### config.mk
export PLATFORM = sky130hd
export DESIGN_NAME = bcd_to_bin
export DESIGN_NICKNAME = d
export VERILOG_FILES = /design/src/rtl/bcd_pkg.sv /design/src/rtl/bcd_digit_adj.sv /design/src/rtl/bcd_to_bin.sv
export SDC_FILE = /design/constraint.sdc
export NUM_CORES = 1
export LEC_CHECK = 0
export CORE_MARGIN = 2
export CORE_UTILIZATION = 30
export CTS_CLUSTER_DIAMETER = 80
export DETAILED_ROUTE_END_ITERATION = 12
export SYNTH_ARGS = -nofsm -noshare
export SYNTH_HDL_FRONTEND = slang
export SYNTH_SLANG_ARGS = --single-unit
### constraint.sdc
create_clock -name clk -period 1.8 [get_ports clk]
set_clock_uncertainty 0.05 [all_clocks]
set_input_delay 0.27 -clock clk [delete_from_list [all_inputs] [get_ports clk]]
set_output_delay 0.27 -clock clk [all_outputs]
set_load 0.02 [all_outputs]
### src/rtl/bcd_pkg.sv
// Shared constants and types for the BCD <-> binary converter family.
package bcd_pkg;

  localparam int NDIG   = 4;          // packed BCD digits
  localparam int BCD_W  = 4 * NDIG;   // 16-bit BCD field
  localparam int BIN_W  = 14;         // binary result width, 0..9999
  localparam int NSHIFT = 16;         // one shift per BCD bit
  localparam int CNT_W  = 5;          // shift counter width

  // The binary landing field must be as wide as the shift count, otherwise
  // the last shifts push result bits out of the bottom of the work register.
  localparam int BINF_W = NSHIFT;
  localparam int WORK_W = BCD_W + BINF_W;

  typedef enum logic [1:0] {
    IDLE   = 2'b00,
    SHIFT  = 2'b01,
    ADJUST = 2'b10,
    DONE   = 2'b11
  } state_t;

  // True when any packed nibble holds A..F.
  function automatic logic bcd_has_invalid(input logic [BCD_W-1:0] v);
    logic bad;
    bad = 1'b0;
    for (int i = 0; i < NDIG; i++) begin
      if (v[4*i +: 4] > 4'd9) bad = 1'b1;
    end
    return bad;
  endfunction

endpackage

### src/rtl/bcd_digit_adj.sv
// Per-digit correction for reverse double-dabble: digits >= 8 lose 3.
// Subtraction wraps modulo 16 and never borrows from a neighbour digit.
module bcd_digit_adj (
  input  logic [3:0] din,
  output logic [3:0] dout
);

  assign dout = (din >= 4'd8) ? din - 4'd3 : din;

endmodule

### src/rtl/bcd_to_bin.sv
// Sequential 4-digit BCD to 14-bit binary converter (reverse double-dabble).
// One conversion takes 16 shifts interleaved with 15 digit corrections; the
// result is registered in DONE, 32 edges after the capturing edge.
module bcd_to_bin
  import bcd_pkg::*;
#(
  parameter int NDIG = bcd_pkg::NDIG
) (
  input  logic             clk,
  input  logic             reset,
  input  logic             en,
  input  logic [BCD_W-1:0] bcd_in,
  output logic [BIN_W-1:0] bin_out,
  output logic             rdy,
  output logic             busy,
  output logic             err
);

  state_t              state;
  state_t              state_nxt;
  logic [WORK_W-1:0]   work;
  logic [CNT_W-1:0]    shift_cnt;
  logic                invalid;
  logic [BCD_W-1:0]    bcd_adj;
  logic                start;
  logic                last_shift;

  // The cycle in which rdy is high is a recovery cycle: en is not sampled,
  // which makes the start-to-start period 34 cycles when en is held high.
  assign start      = (state == IDLE) && en && !rdy;
  assign last_shift = (shift_cnt == CNT_W'(NSHIFT - 1));

  // Per-digit conditional subtract, all digits in parallel.
  for (genvar i = 0; i < NDIG; i++) begin : g_adj
    bcd_digit_adj u_adj (
      .din  (work[BINF_W + 4*i +: 4]),
      .dout (bcd_adj[4*i +: 4])
    );
  end

  // State register.
  // NOTE: sequential state uses non-blocking (<=) so every flop samples
  // pre-edge values regardless of block evaluation order.
  always_ff @(posedge clk or posedge reset) begin
    if (reset) state <= IDLE;
    else       state <= state_nxt;
  end

  // Next-state logic; unreachable encodings fall back to IDLE.
  // NOTE: the default assignment first guarantees no latch is inferred.
  always_comb begin
    state_nxt = state;
    case (state)
      IDLE:    if (start) state_nxt = SHIFT;
      SHIFT:   state_nxt = last_shift ? DONE : ADJUST;
      ADJUST:  state_nxt = SHIFT;
      DONE:    state_nxt = IDLE;
      default: state_nxt = IDLE;
    endcase
  end

  // Work register, shift counter and registered outputs.
  always_ff @(posedge clk or posedge reset) begin
    if (reset) begin
      work      <= '0;
      shift_cnt <= '0;
      invalid   <= 1'b0;
      bin_out   <= '0;
      rdy       <= 1'b0;
      busy      <= 1'b0;
      err       <= 1'b0;
    end else begin
      rdy <= 1'b0;
      case (state)
        IDLE: begin
          if (start) begin
            work      <= {bcd_in, {BINF_W{1'b0}}};
            shift_cnt <= '0;
            invalid   <= bcd_has_invalid(bcd_in);
            busy      <= 1'b1;
          end
        end
        SHIFT: begin
          work      <= work >> 1;
          shift_cnt <= shift_cnt + CNT_W'(1);
        end
        ADJUST: begin
          work[WORK_W-1:BINF_W] <= bcd_adj;
        end
        DONE: begin
          bin_out <= invalid ? '0 : work[BIN_W-1:0];
          err     <= invalid;
          rdy     <= 1'b1;
          busy    <= 1'b0;
        end
        default: ;
      endcase
    end
  end

endmodule
==> results.ini <==
[logic_synthesis]
netlist.area_leader.share_pct = 48.8
ys_seq_area_share_pct = 48.8
syn_area_per_cell_um2 = 11.1
synth_seq_cells = 57
synth_cells = 264
synth_top_area_cell = dfrtp_1
synth_simple_gate_area_share_pct = 8.31
synth_top_family_by_area = compound AO/OA/AOI/OAI gates
yosysWarnings = 0
syn_area_um2 = 2920
synth-compound-area-share_pct = 25.1
ys_types = 37
synthTopCellsByArea = dfrtp_1 (49%), a22o_1 (10%), ha_1 (6.4%)
synth.area.mux_share_pct = 4.20
synth_adder_area_share_pct = 6.42
synth-xor-area-share_pct = 1.20
synth_nets = 298

[die]
initial_core_util_pct = 30.5
die_w_um = 103
design.die.area_um2 = 10500
core_area_um2 = 9590
die_h_um = 103
ios = 36
rows = 36

[critical_path]
worstSetupPathType = reg -> reg
cp-start-kind = register
r2r-end = work[16]$_DFFE_PP0P_
r2r_cells = 5
crit_arrival_ns = 1.93
required_ns = 1.96
end_kind = register
r2r_slack_ns = 0.03
worstReg2RegStart = state[1]$_DFFE_PP0P_
crit_path_max_fanout = 7

[timing]
fin_setup_tns_ns = 0
worst_pin_slew_ns = 0.559
hold_violations = 0
period_minus_slack_ns = 1.77
finalMaxSlewViolations = 0
timing.hold.ws_ns = 0.261
rsz0062_at_grt = true
slew_headroom_pct = 62.3
clock.fmax_mhz = 565
period_share_pct = 98.3
setup_viol = 0

[detailed_routing]
wl_per_cell_um = 13.6
num_vias = 2205
first_pass_iters = 6
drt-total-wl_um = 6170
drtIter0Drc = 101
via_per_inst = 4.88
drc = 0
antenna_left = 0

[grt]
grt_use_total_pct = 12.9
grt_pass1_wl_um = 10500
grt_overflow = 0
grt_max_degree = 58
grt_pass1_vias = 2198
antenna_found_initial = 0

[cts]
cts_root_buffer = clkbuf_8
cts-htree-levels = 3
cts_buffers = 9
cts_tree = built
clock_path_buffers = 2
clk_latency_ns = 0.33
clock-sinks = 57
clk_pin_slew_worst_paths_ns = 0.07

[flow_run]
drv_cap = 0

[place]
dp_hpwl_um = 4270
globalplace.congestion = 0.768
io_buffers = 35

[power]
power.leakage_uw = 0.00167
p_per_area_nw_per_um2 = 1980
peakVddDrop_v = 0.000738
pwr-share-clk_pct = 14.5
pwr-share-seq_pct = 31.1
p_int_uw = 4400
p_comb_share_pct = 54.4
p_sw_share_pct = 40.8
p_sw_uw = 3030

[finish]
nFillCells = 959
layout_common_cells = dfrtp_1 (57), clkdlybuf4s50_1 (35), a22o_1 (34), nor2_1 (20), inv_1 (18)
area_growth_pct = 28.3
nNetsFinal = 348
drive_above_1_share_pct = 17.9
diodes = 0
final_common_cell = dfrtp_1

[outcome]
status = finished clean

[hold_path]
hp-class = in -> async

## worst max-delay path, cell delays in order, from the launching register on
cell      delay [ns]
dfrtp_1         0.42
buf_4           0.15
ha_2            0.21
nor2b_2         0.19
a211oi_4        0.26
mux2_2          0.36
## flip-flops by register name, summed over array words and instances, names as in the netlist
| signal | flops |
|---|---|
| err | 1 |
| work | 32 |
| shift_cnt | 5 |
| bin_out | 14 |
| invalid | 1 |
| rdy | 1 |
| busy | 1 |
| state | 2 |
## metrics by stage
stage,setup WS (ns),cell area (µm²),utilization (%),total power (µW),cells
6_report,0.0314,3750,39.1,7420,452
5_1_grt,-0.0241,3750,39.1,8030,452
4_1_cts,0.000590,3730,38.9,7430,451
3_5_place_dp,-0.108,3530,36.8,6250,435
3_3_place_gp,-0.0798,3530,36.8,6160,435
2_1_floorplan,0.0804,2920,-,5010,264
## cell usage after synthesis, drive strengths merged
cell type / number
o22ai: 5
a21oi: 14
a31oi: 4
clkbuf: 3
nor2b: 7
a2111o: 4
nand2b: 6
mux2i: 1
a211oi: 5
a221oi: 4
a22oi: 4
dfrtp: 57
and2: 1
nand3b: 1
o32a: 3
nand3: 4
xnor2: 4
o2bb2ai: 1
mux2: 10
a22o: 34
a41oi: 1
buf: 13
nor2: 21
and3: 1
ha: 15
a21boi: 1
a221o: 1
o21ai: 8
inv: 21
nand2: 9
a21o: 1
## per-layer routing
| layer | track usage (%) | up-vias | wire length (µm) |
|---|---|---|---|
| li1 | - | 1054 | - |
| met1 | 17.2 | 1076 | 2940 |
| met2 | 20.3 | 63 | 2830 |
| met3 | 3.05 | 12 | 294 |
| met4 | 4.92 | 0 | 103 |
| met5 | 0 | - | 0 |
## cells by family after synthesis
| kind of cell | Yosys count |
|---|---|
| AOI/OAI and AO/OA | 90 |
| xor gates and xnor gates | 4 |
| adders and majority gates | 15 |
| buffers and inverters | 37 |
| DFF | 57 |
| muxes | 11 |
| and+or+nand+nor | 50 |
## power groups by stage
stage / combinational [µW] / sequential (µW) / clock, µW
2_1_floorplan: 2620 / 2390 / 0
5_1_grt: 4470 / 2390 / 1170
3_5_place_dp: 3940 / 2320 / 0
3_3_place_gp: 3870 / 2300 / 0
4_1_cts: 4020 / 2300 / 1110
6_report: 4040 / 2310 / 1080
## final cells by class
cell class / count / area [µm²] / area share (%)
clock buffers: 10 / 138 / 3.67
clock inverters: 6 / 43.8 / 1.17
inverters: 21 / 78.8 / 2.10
multi-input cells: 170 / 1350 / 35.9
flip-flops and latches: 57 / 1430 / 38.1
well taps: 133 / 166 / 4.44
repair buffers: 55 / 551 / 14.7
## worst max path at each step
stage                     slack, ns                  from                     end  depth (start not counted)
after global placement        -0.08                    en    work[16]$_DFFE_PP0P_                          5
after floorplan                0.08                 reset  bin_out[0]$_DFFE_PP0P_                          1
after detailed placement      -0.11                    en    work[16]$_DFFE_PP0P_                          5
after global routing          -0.02  state[1]$_DFFE_PP0P_    work[16]$_DFFE_PP0P_                          5
after CTS                    0.0006  state[1]$_DFFE_PP0P_    work[16]$_DFFE_PP0P_                          6
final                          0.03  state[1]$_DFFE_PP0P_    work[16]$_DFFE_PP0P_                          5
## what timing repair did
item	4_1_cts	5_1_grt
endpoints found under the hold margin	0	0
gates resized for setup	3	6
pin swaps	1	3
hold buffers	0	0
endpoints found under the setup margin	3	34
setup buffers	0	1
No activity file was read; power rests on OpenSTA's default activity.
